==> config.mk <==
export PLATFORM = sky130hd
export DESIGN_NAME = ascon_session_arbiter_flat
export DESIGN_NICKNAME = d
export VERILOG_FILES = /design/src/rtl/ascon_pack.sv /design/src/rtl/ascon_session_arbiter_if.sv /design/src/rtl/watchdog_cpt.sv /design/src/rtl/ascon_session_arbiter.sv /design/src/flat_wrapper.sv
export SDC_FILE = /design/constraint.sdc
export NUM_CORES = 1
export LEC_CHECK = 0
export ABC_CLOCK_PERIOD_IN_PS = 9000
export BUFFER_PORTS_ARGS = -buffer_cell sky130_fd_sc_hd__clkbuf_2
export CAP_MARGIN = 20
export CELL_PAD_IN_SITES_DETAIL_PLACEMENT = 0
export CELL_PAD_IN_SITES_GLOBAL_PLACEMENT = 2
export CORE_AREA = 2 2 534 536
export DETAILED_ROUTE_END_ITERATION = 7
export DIE_AREA = 0 0 536 538
export GPL_ROUTABILITY_DRIVEN = 0
export MAX_ROUTING_LAYER = met4
export PLACE_DENSITY_LB_ADDON = 0.3
export RECOVER_POWER = 50
export SYNTH_ARGS = -nofsm -noshare
export SYNTH_HDL_FRONTEND = slang
export SYNTH_HIERARCHICAL = 1
export SYNTH_SLANG_ARGS = --single-unit
==> constraint.sdc <==
create_clock -name clock_i -period 9 [get_ports clock_i]
set_input_delay 1.8 -clock clock_i [delete_from_list [all_inputs] [get_ports clock_i]]
set_output_delay 1.8 -clock clock_i [all_outputs]
set_load 0.005 [all_outputs]
==> src/rtl/ascon_pack.sv <==
// Shared types and widths for the ASCON session arbiter: FSM states, bus widths
// and the two-client arbitration rule.
package ascon_pack;

  localparam int unsigned NumClients = 2;
  localparam int unsigned KeyW       = 128;
  localparam int unsigned NonceW     = 128;
  localparam int unsigned BlockW     = 64;
  localparam int unsigned TagW       = 128;

  typedef enum logic [2:0] {
    StIdle,
    StStart,
    StRun,
    StDone,
    StAbort
  } state_e;

  // A lone requester wins outright; under contention the priority pointer decides.
  function automatic logic pick_owner(logic [NumClients-1:0] req, logic prio);
    if (req == 2'b11) begin
      return prio;
    end
    return req[1];
  endfunction

endpackage

==> src/rtl/ascon_session_arbiter_if.sv <==
// Client-side and core-side buses of the arbiter. The arbiter uses the slave view;
// clients and the ASCON core model together form the master view.
interface ascon_session_arbiter_if;
  import ascon_pack::*;

  logic [NumClients-1:0]             req_i;
  logic [NumClients-1:0][KeyW-1:0]   key_i;
  logic [NumClients-1:0][NonceW-1:0] nonce_i;
  logic [NumClients-1:0][BlockW-1:0] data_i;
  logic [NumClients-1:0]             data_valid_i;
  logic [NumClients-1:0]             gnt_o;
  logic [NumClients-1:0]             done_o;
  logic [NumClients-1:0]             err_o;
  logic [BlockW-1:0]                 cipher_o;
  logic [NumClients-1:0]             cipher_valid_o;
  logic [TagW-1:0]                   tag_o;

  logic                              core_start_o;
  logic [KeyW-1:0]                   core_key_o;
  logic [NonceW-1:0]                 core_nonce_o;
  logic [BlockW-1:0]                 core_data_o;
  logic                              core_data_valid_o;
  logic [BlockW-1:0]                 core_cipher_i;
  logic                              core_cipher_valid_i;
  logic [TagW-1:0]                   core_tag_i;
  logic                              core_end_i;

  modport slave (
    input  req_i, key_i, nonce_i, data_i, data_valid_i,
    input  core_cipher_i, core_cipher_valid_i, core_tag_i, core_end_i,
    output gnt_o, done_o, err_o, cipher_o, cipher_valid_o, tag_o,
    output core_start_o, core_key_o, core_nonce_o, core_data_o, core_data_valid_o
  );

  modport master (
    output req_i, key_i, nonce_i, data_i, data_valid_i,
    output core_cipher_i, core_cipher_valid_i, core_tag_i, core_end_i,
    input  gnt_o, done_o, err_o, cipher_o, cipher_valid_o, tag_o,
    input  core_start_o, core_key_o, core_nonce_o, core_data_o, core_data_valid_o
  );

endinterface

==> src/rtl/watchdog_cpt.sv <==
// Session watchdog: loaded with LoadValue, counts down while enabled, and flags the
// enabled cycle whose decrement reaches zero.
module watchdog_cpt #(
  parameter int unsigned LoadValue = 1023
) (
  input  logic clock_i,
  input  logic resetb_i,
  input  logic load_i,
  input  logic enable_i,
  output logic zero_o
);

  localparam int unsigned CntW = (LoadValue < 1) ? 1 : $clog2(LoadValue + 1);

  logic [CntW-1:0] cnt_q;

  always_ff @(posedge clock_i or posedge resetb_i) begin
    if (resetb_i) begin
      cnt_q <= '0;
    end else if (load_i) begin
      cnt_q <= CntW'(LoadValue);
    end else if (enable_i && (cnt_q != '0)) begin
      cnt_q <= cnt_q - CntW'(1);
    end
  end

  // Raised on the last permitted enabled cycle so LoadValue cycles are allowed in total.
  assign zero_o = enable_i && (cnt_q <= CntW'(1));

endmodule

==> src/rtl/ascon_session_arbiter.sv <==
// Two-client arbiter in front of a single ASCON core: grants one session at a time,
// forwards the owner's key/nonce/data and returns cipher blocks, tag and status.
module ascon_session_arbiter
  import ascon_pack::*;
#(
  parameter int unsigned TIMEOUT_CYCLES = 1023
) (
  input logic                    clock_i,
  input logic                    resetb_i,
  ascon_session_arbiter_if.slave bus
);

  state_e                state_q, state_d;
  logic                  owner_q, owner_d;
  logic                  prio_q, prio_d;
  logic [BlockW-1:0]     cipher_q;
  logic [NumClients-1:0] cipher_valid_q;
  logic [TagW-1:0]       tag_q;
  logic [NumClients-1:0] owner_oh;
  logic                  in_run;
  logic                  core_active;
  logic                  wd_zero;

  assign in_run      = (state_q == StRun);
  assign core_active = (state_q == StStart) || in_run;
  assign owner_oh    = (state_q != StIdle) ? (NumClients'(1) << owner_q) : '0;

  watchdog_cpt #(
    .LoadValue(TIMEOUT_CYCLES)
  ) u_watchdog (
    .clock_i (clock_i),
    .resetb_i(resetb_i),
    .load_i  (state_q == StStart),
    .enable_i(in_run),
    .zero_o  (wd_zero)
  );

  always_comb begin
    state_d = state_q;
    owner_d = owner_q;
    prio_d  = prio_q;
    unique case (state_q)
      StIdle: begin
        if (|bus.req_i) begin
          owner_d = pick_owner(bus.req_i, prio_q);
          state_d = StStart;
        end
      end
      StStart: state_d = StRun;
      StRun: begin
        // Completion wins over a simultaneous watchdog expiry.
        if (bus.core_end_i) begin
          state_d = StDone;
        end else if (wd_zero) begin
          state_d = StAbort;
        end
      end
      StDone, StAbort: begin
        prio_d  = ~owner_q;
        state_d = StIdle;
      end
      default: state_d = StIdle;
    endcase
  end

  always_ff @(posedge clock_i or posedge resetb_i) begin
    if (resetb_i) begin
      state_q        <= StIdle;
      owner_q        <= 1'b0;
      prio_q         <= 1'b0;
      cipher_q       <= '0;
      cipher_valid_q <= '0;
      tag_q          <= '0;
    end else begin
      state_q        <= state_d;
      owner_q        <= owner_d;
      prio_q         <= prio_d;
      cipher_valid_q <= (in_run && bus.core_cipher_valid_i) ? owner_oh : '0;
      if (in_run && bus.core_cipher_valid_i) begin
        cipher_q <= bus.core_cipher_i;
      end
      if (in_run && bus.core_end_i) begin
        tag_q <= bus.core_tag_i;
      end
    end
  end

  assign bus.gnt_o          = owner_oh;
  assign bus.done_o         = (state_q == StDone) ? owner_oh : '0;
  assign bus.err_o          = (state_q == StAbort) ? owner_oh : '0;
  assign bus.cipher_o       = cipher_q;
  assign bus.cipher_valid_o = cipher_valid_q;
  assign bus.tag_o          = tag_q;

  assign bus.core_start_o      = (state_q == StStart);
  assign bus.core_key_o        = core_active ? bus.key_i[owner_q] : '0;
  assign bus.core_nonce_o      = core_active ? bus.nonce_i[owner_q] : '0;
  assign bus.core_data_o       = in_run ? bus.data_i[owner_q] : '0;
  assign bus.core_data_valid_o = in_run && bus.data_valid_i[owner_q];

endmodule

==> src/flat_wrapper.sv <==
// flat-port wrapper written by rule: the top's interface ports become plain ports
module ascon_session_arbiter_flat import ascon_pack::*;
#(
  parameter int unsigned TIMEOUT_CYCLES = 1023
)
  (clock_i, resetb_i, bus_req_i, bus_key_i, bus_nonce_i, bus_data_i, bus_data_valid_i, bus_core_cipher_i, bus_core_cipher_valid_i, bus_core_tag_i, bus_core_end_i, bus_gnt_o, bus_done_o, bus_err_o, bus_cipher_o, bus_cipher_valid_o, bus_tag_o, bus_core_start_o, bus_core_key_o, bus_core_nonce_o, bus_core_data_o, bus_core_data_valid_o);
  ascon_session_arbiter_if bus_i ();
  input logic clock_i;
  input logic resetb_i;
  input wire logic [$bits(bus_i.req_i)-1:0] bus_req_i;
  input wire logic [$bits(bus_i.key_i)-1:0] bus_key_i;
  input wire logic [$bits(bus_i.nonce_i)-1:0] bus_nonce_i;
  input wire logic [$bits(bus_i.data_i)-1:0] bus_data_i;
  input wire logic [$bits(bus_i.data_valid_i)-1:0] bus_data_valid_i;
  input wire logic [$bits(bus_i.core_cipher_i)-1:0] bus_core_cipher_i;
  input wire logic [$bits(bus_i.core_cipher_valid_i)-1:0] bus_core_cipher_valid_i;
  input wire logic [$bits(bus_i.core_tag_i)-1:0] bus_core_tag_i;
  input wire logic [$bits(bus_i.core_end_i)-1:0] bus_core_end_i;
  output wire logic [$bits(bus_i.gnt_o)-1:0] bus_gnt_o;
  output wire logic [$bits(bus_i.done_o)-1:0] bus_done_o;
  output wire logic [$bits(bus_i.err_o)-1:0] bus_err_o;
  output wire logic [$bits(bus_i.cipher_o)-1:0] bus_cipher_o;
  output wire logic [$bits(bus_i.cipher_valid_o)-1:0] bus_cipher_valid_o;
  output wire logic [$bits(bus_i.tag_o)-1:0] bus_tag_o;
  output wire logic [$bits(bus_i.core_start_o)-1:0] bus_core_start_o;
  output wire logic [$bits(bus_i.core_key_o)-1:0] bus_core_key_o;
  output wire logic [$bits(bus_i.core_nonce_o)-1:0] bus_core_nonce_o;
  output wire logic [$bits(bus_i.core_data_o)-1:0] bus_core_data_o;
  output wire logic [$bits(bus_i.core_data_valid_o)-1:0] bus_core_data_valid_o;
  assign bus_i.req_i = bus_req_i;
  assign bus_i.key_i = bus_key_i;
  assign bus_i.nonce_i = bus_nonce_i;
  assign bus_i.data_i = bus_data_i;
  assign bus_i.data_valid_i = bus_data_valid_i;
  assign bus_i.core_cipher_i = bus_core_cipher_i;
  assign bus_i.core_cipher_valid_i = bus_core_cipher_valid_i;
  assign bus_i.core_tag_i = bus_core_tag_i;
  assign bus_i.core_end_i = bus_core_end_i;
  assign bus_gnt_o = bus_i.gnt_o;
  assign bus_done_o = bus_i.done_o;
  assign bus_err_o = bus_i.err_o;
  assign bus_cipher_o = bus_i.cipher_o;
  assign bus_cipher_valid_o = bus_i.cipher_valid_o;
  assign bus_tag_o = bus_i.tag_o;
  assign bus_core_start_o = bus_i.core_start_o;
  assign bus_core_key_o = bus_i.core_key_o;
  assign bus_core_nonce_o = bus_i.core_nonce_o;
  assign bus_core_data_o = bus_i.core_data_o;
  assign bus_core_data_valid_o = bus_i.core_data_valid_o;
  ascon_session_arbiter #(.TIMEOUT_CYCLES(TIMEOUT_CYCLES)) u_core (.clock_i(clock_i), .resetb_i(resetb_i), .bus(bus_i));
endmodule
==> results.json <==
{
  "startpoint_class_of_the_critical_path": "flip-flop",
  "internal_power_mw": 3.89,
  "tightest_slew_ps": 4330,
  "synth_nets": 2067,
  "clock_tree.root_cell": "sky130_fd_sc_hd__clkbuf_16",
  "grt_first_pass_wirelength_um": 194000,
  "timing.final.crit_share_pct": 69.5,
  "cts.hold.buffers_added": 0,
  "post_synth_inst_count": 1225,
  "synth.most_common_cell": "sky130_fd_sc_hd__nor2_1",
  "comb_power_share_pct": 62.4,
  "ctsLongestPathBuffers": 3,
  "synth_top_area_share_pct": 40.2,
  "power_density_nw_per_um2": 307,
  "area_growth_syn_to_layout_pct": 92.4,
  "synth.cells.most_frequent": "sky130_fd_sc_hd__nor2_1 (329), sky130_fd_sc_hd__mux2i_1 (321), sky130_fd_sc_hd__dfrtp_1 (209)",
  "cts_made_buffers": 29,
  "postSynthAreaPerCell_sq_um": 10.6,
  "routedWlPerCell_um": 25.7,
  "critPathBufInv": 2,
  "status": "finished with violations",
  "drt_iter0_markers": 652,
  "drt-vias-per-instance": 2.43,
  "first_global_vias": 16023,
  "timing.critical_path.required_ps": 7200,
  "hold_violations": 0,
  "synth_area_sq_um": 13000,
  "chipHeight_um": 538,
  "rsz0062_at_grt": "false",
  "max_clock_freq_ghz": 0.160,
  "layout.area.seq_sq_um": 5230,
  "multi_input_comb_area_sq_um": 7100,
  "ant_nets": 0,
  "fin_skew_ps": 32.2,
  "postCtsSetupRepairBufs": 0,
  "cp_slowest_stage_delay_ps": 1800,
  "synth-seq-cells": 209,
  "gr-usage-all-layers_pct": 11.0,
  "ctsResizeCount": 0,
  "grt_start_max_net_pins": 163,
  "crit_path_max_fanout": 47,
  "final.fill_count": 33404,
  "num_rows": 196,
  "initial_core_util_pct": 4.59,
  "worst_hold_slack_ps": 483,
  "count_of_vias_placed_by_the_detailed_router": 15572,
  "design.portCount": 1362,
  "crit_family": "flip-flops",
  "core_sq_um": 283000,
  "synth_sequential_area_ratio_pct": 40.2,
  "synth_top_cells_by_area": "sky130_fd_sc_hd__dfrtp_1 (40%), sky130_fd_sc_hd__mux2i_1 (25%), sky130_fd_sc_hd__mux2_1 (10%), sky130_fd_sc_hd__nor2_1 (9.5%), sky130_fd_sc_hd__mux2_2 (6.6%)",
  "total_switching_power_mw": 3.78,
  "final_max_slew_viol_count": 180,
  "initial_antenna_violation_count": 156,
  "violations": "capacitance limit, slew limit",
  "drv_cap": 4,
  "overflow": 0,
  "synth_warnings": 6,
  "nNetsFinal": 3383,
  "wl_um": 165000,
  "critical_path.slowest_cell": "sky130_fd_sc_hd__dfrtp_1",
  "setup_viol": 0,
  "switching_share_pct": 49.3,
  "synth_flop_cell": "sky130_fd_sc_hd__dfrtp_1",
  "cellLeakagePower_nw": 11.8,
  "critical_path_arrival_ps": 4460,
  "cts.clk_slew.worst_paths_ps": 80,
  "min_period_ps": 6260,
  "die-area_sq_um": 288000,
  "critPathKind": "reg -> out",
  "horizontal_die_dimension_um": 536,
  "synth_edf_count": 0,
  "power.ir.vdd_worst_mv": 0.286,
  "tritoncts": "done",
  "cts_h_tree_depth": 1,
  "hp-class": "reg -> reg",
  "drt_drc_violations_left": 0,
  "clk-insertion-delay-late_ps": 660,
  "buffer_ports.inserted": 1361,
  "timing.setup.tns_ps": 0,
  "reg2reg_slack_ps": 3230,
  "async_flop_share_pct": 100,
  "cts_sinks": 209,
  "timing.critical_path.to_type": "output pin",
  "synthDominantAreaCellType": "sky130_fd_sc_hd__dfrtp_1",
  "detail_route.first_pass.iterations": 5,
  "cp_cell_sequence": "buf_4, mux2i_1, nor2_1, clkbuf_2",
  "max-slew-margin-rel_pct": -188,
  "clkPwrFrac_pct": 15.5,
  "share_of_power_burned_in_registers_pct": 22.2,
  "dp.final_hpwl_um": 149000,
  "synth.distinct_cells": 41,
  "layout-drive-gt1-share_pct": 52.7
}
cell usage in the layout (no fill, tap or decap), types with 2 or more instances in the layout:
cell type,instances
sky130_fd_sc_hd__clkbuf_8,5
sky130_fd_sc_hd__nor3_1,7
sky130_fd_sc_hd__nor2b_1,4
sky130_fd_sc_hd__nor4_1,2
sky130_fd_sc_hd__clkbuf_1,165
sky130_fd_sc_hd__or3_1,2
sky130_fd_sc_hd__ha_1,2
sky130_fd_sc_hd__diode_2,78
sky130_fd_sc_hd__a21oi_1,4
sky130_fd_sc_hd__mux2_1,116
sky130_fd_sc_hd__nor3b_2,2
sky130_fd_sc_hd__clkbuf_16,29
sky130_fd_sc_hd__nand3b_1,2
sky130_fd_sc_hd__buf_12,3
sky130_fd_sc_hd__a211o_1,2
sky130_fd_sc_hd__buf_4,15
sky130_fd_sc_hd__nand2_1,5
sky130_fd_sc_hd__a31oi_1,3
sky130_fd_sc_hd__inv_1,8
sky130_fd_sc_hd__o21ai_0,2
sky130_fd_sc_hd__clkinv_4,2
sky130_fd_sc_hd__o31ai_1,2
sky130_fd_sc_hd__dfrtp_1,209
sky130_fd_sc_hd__nor3b_1,2
sky130_fd_sc_hd__inv_6,2
sky130_fd_sc_hd__nor4b_1,4
sky130_fd_sc_hd__a211oi_1,2
sky130_fd_sc_hd__mux2i_1,321
sky130_fd_sc_hd__mux2_2,76
sky130_fd_sc_hd__nand2b_1,7
sky130_fd_sc_hd__xnor2_1,2
sky130_fd_sc_hd__clkbuf_2,1202
sky130_fd_sc_hd__nor2_1,330
through the flow:
stage	cell area, sq um	worst slack, ps	instances	power, mW	utilization [%]
2_1_floorplan	13000	1770	1225	3.87	-
3_3_place_gp	24100	4160	6269	6.76	8.51
3_5_place_dp	24100	4210	6270	6.73	8.51
4_1_cts	25000	3530	6317	7.99	8.84
5_1_grt	25000	2340	6386	8.23	8.82
6_report	25000	2740	6397	7.67	8.83
power by group through the flow:
stage          sequential [mW]  clock [mW]  combinational, mW
6_report                  1.70        1.19               4.78
5_1_grt                   1.77        1.28               5.17
4_1_cts                   1.72        1.26               5.01
3_5_place_dp              1.74           0               4.99
3_3_place_gp              1.73           0               5.03
2_1_floorplan             1.66           0               2.20
state kept, by name (all words and copies together), names as in the netlist:
register,flops
u_core/prio_q,1
u_core/bus.cipher_o,64
u_core/state_q,3
u_core/u_watchdog/cnt_q,10
u_core/bus.cipher_valid_o,2
u_core/bus.tag_o,128
u_core/owner_q,1
path summary, 6_finish.rpt:
kind | start | to | cells after the start
max reg2reg | u_core/state_q[1] | u_core/bus.tag_o[122] | 4
max in group asynchronous | resetb_i | u_core/bus.tag_o[101] | 4
min in group asynchronous | resetb_i | u_core/u_watchdog/cnt_q[8] | 2
min | u_core/bus.tag_o[48] | u_core/bus.tag_o[48] | 1
min reg2reg | u_core/bus.tag_o[48] | u_core/bus.tag_o[48] | 1
max | u_core/owner_q | bus_core_key_o[0] | 4
worst reg2reg max path, cell delays in order (launching register included):
cell	delay, ps
sky130_fd_sc_hd__dfrtp_1	550
sky130_fd_sc_hd__or3b_1	820
sky130_fd_sc_hd__nor2_1	2740
sky130_fd_sc_hd__buf_4	1110
sky130_fd_sc_hd__mux2_1	440
kinds of logic (layout without fill, tap and decap cells):
logic type                 Yosys count  count (layout)  share of synthesized area (%)
and+or+nand+nor                    373             373                           12.0
xor gates and xnor gates             3               3                          0.202
AOI/OAI and AO/OA                   19              19                           1.11
DFF                                209             209                           40.2
muxes                              513             513                           41.3
adders and majority gates            2               2                          0.192
other                                0              78                              0
buffers and inverters              106            1438                           4.98
area by class of cell:
| class | instances | share of cell area (%) |
|---|---|---|
| multi-input cells | 910 | 28.4 |
| repair buffers | 1382 | 27.3 |
| flip-flops and latches | 209 | 20.9 |
| clock buffers | 38 | 3.24 |
| inverters | 9 | 0.140 |
| clock inverters | 9 | 0.435 |
| well taps | 3762 | 18.8 |
| diodes | 78 | 0.780 |
per-layer routing:
| layer | wire length (um) | vias up | global-route usage (%) |
|---|---|---|---|
| li1 | - | 6960 | - |
| met1 | 59800 | 7279 | 10.9 |
| met2 | 80800 | 1093 | 19.3 |
| met3 | 19100 | 240 | 5.61 |
| met4 | 4780 | 0 | 2.35 |
| met5 | 0 | - | - |
No activity file was read; power rests on OpenSTA's default activity.
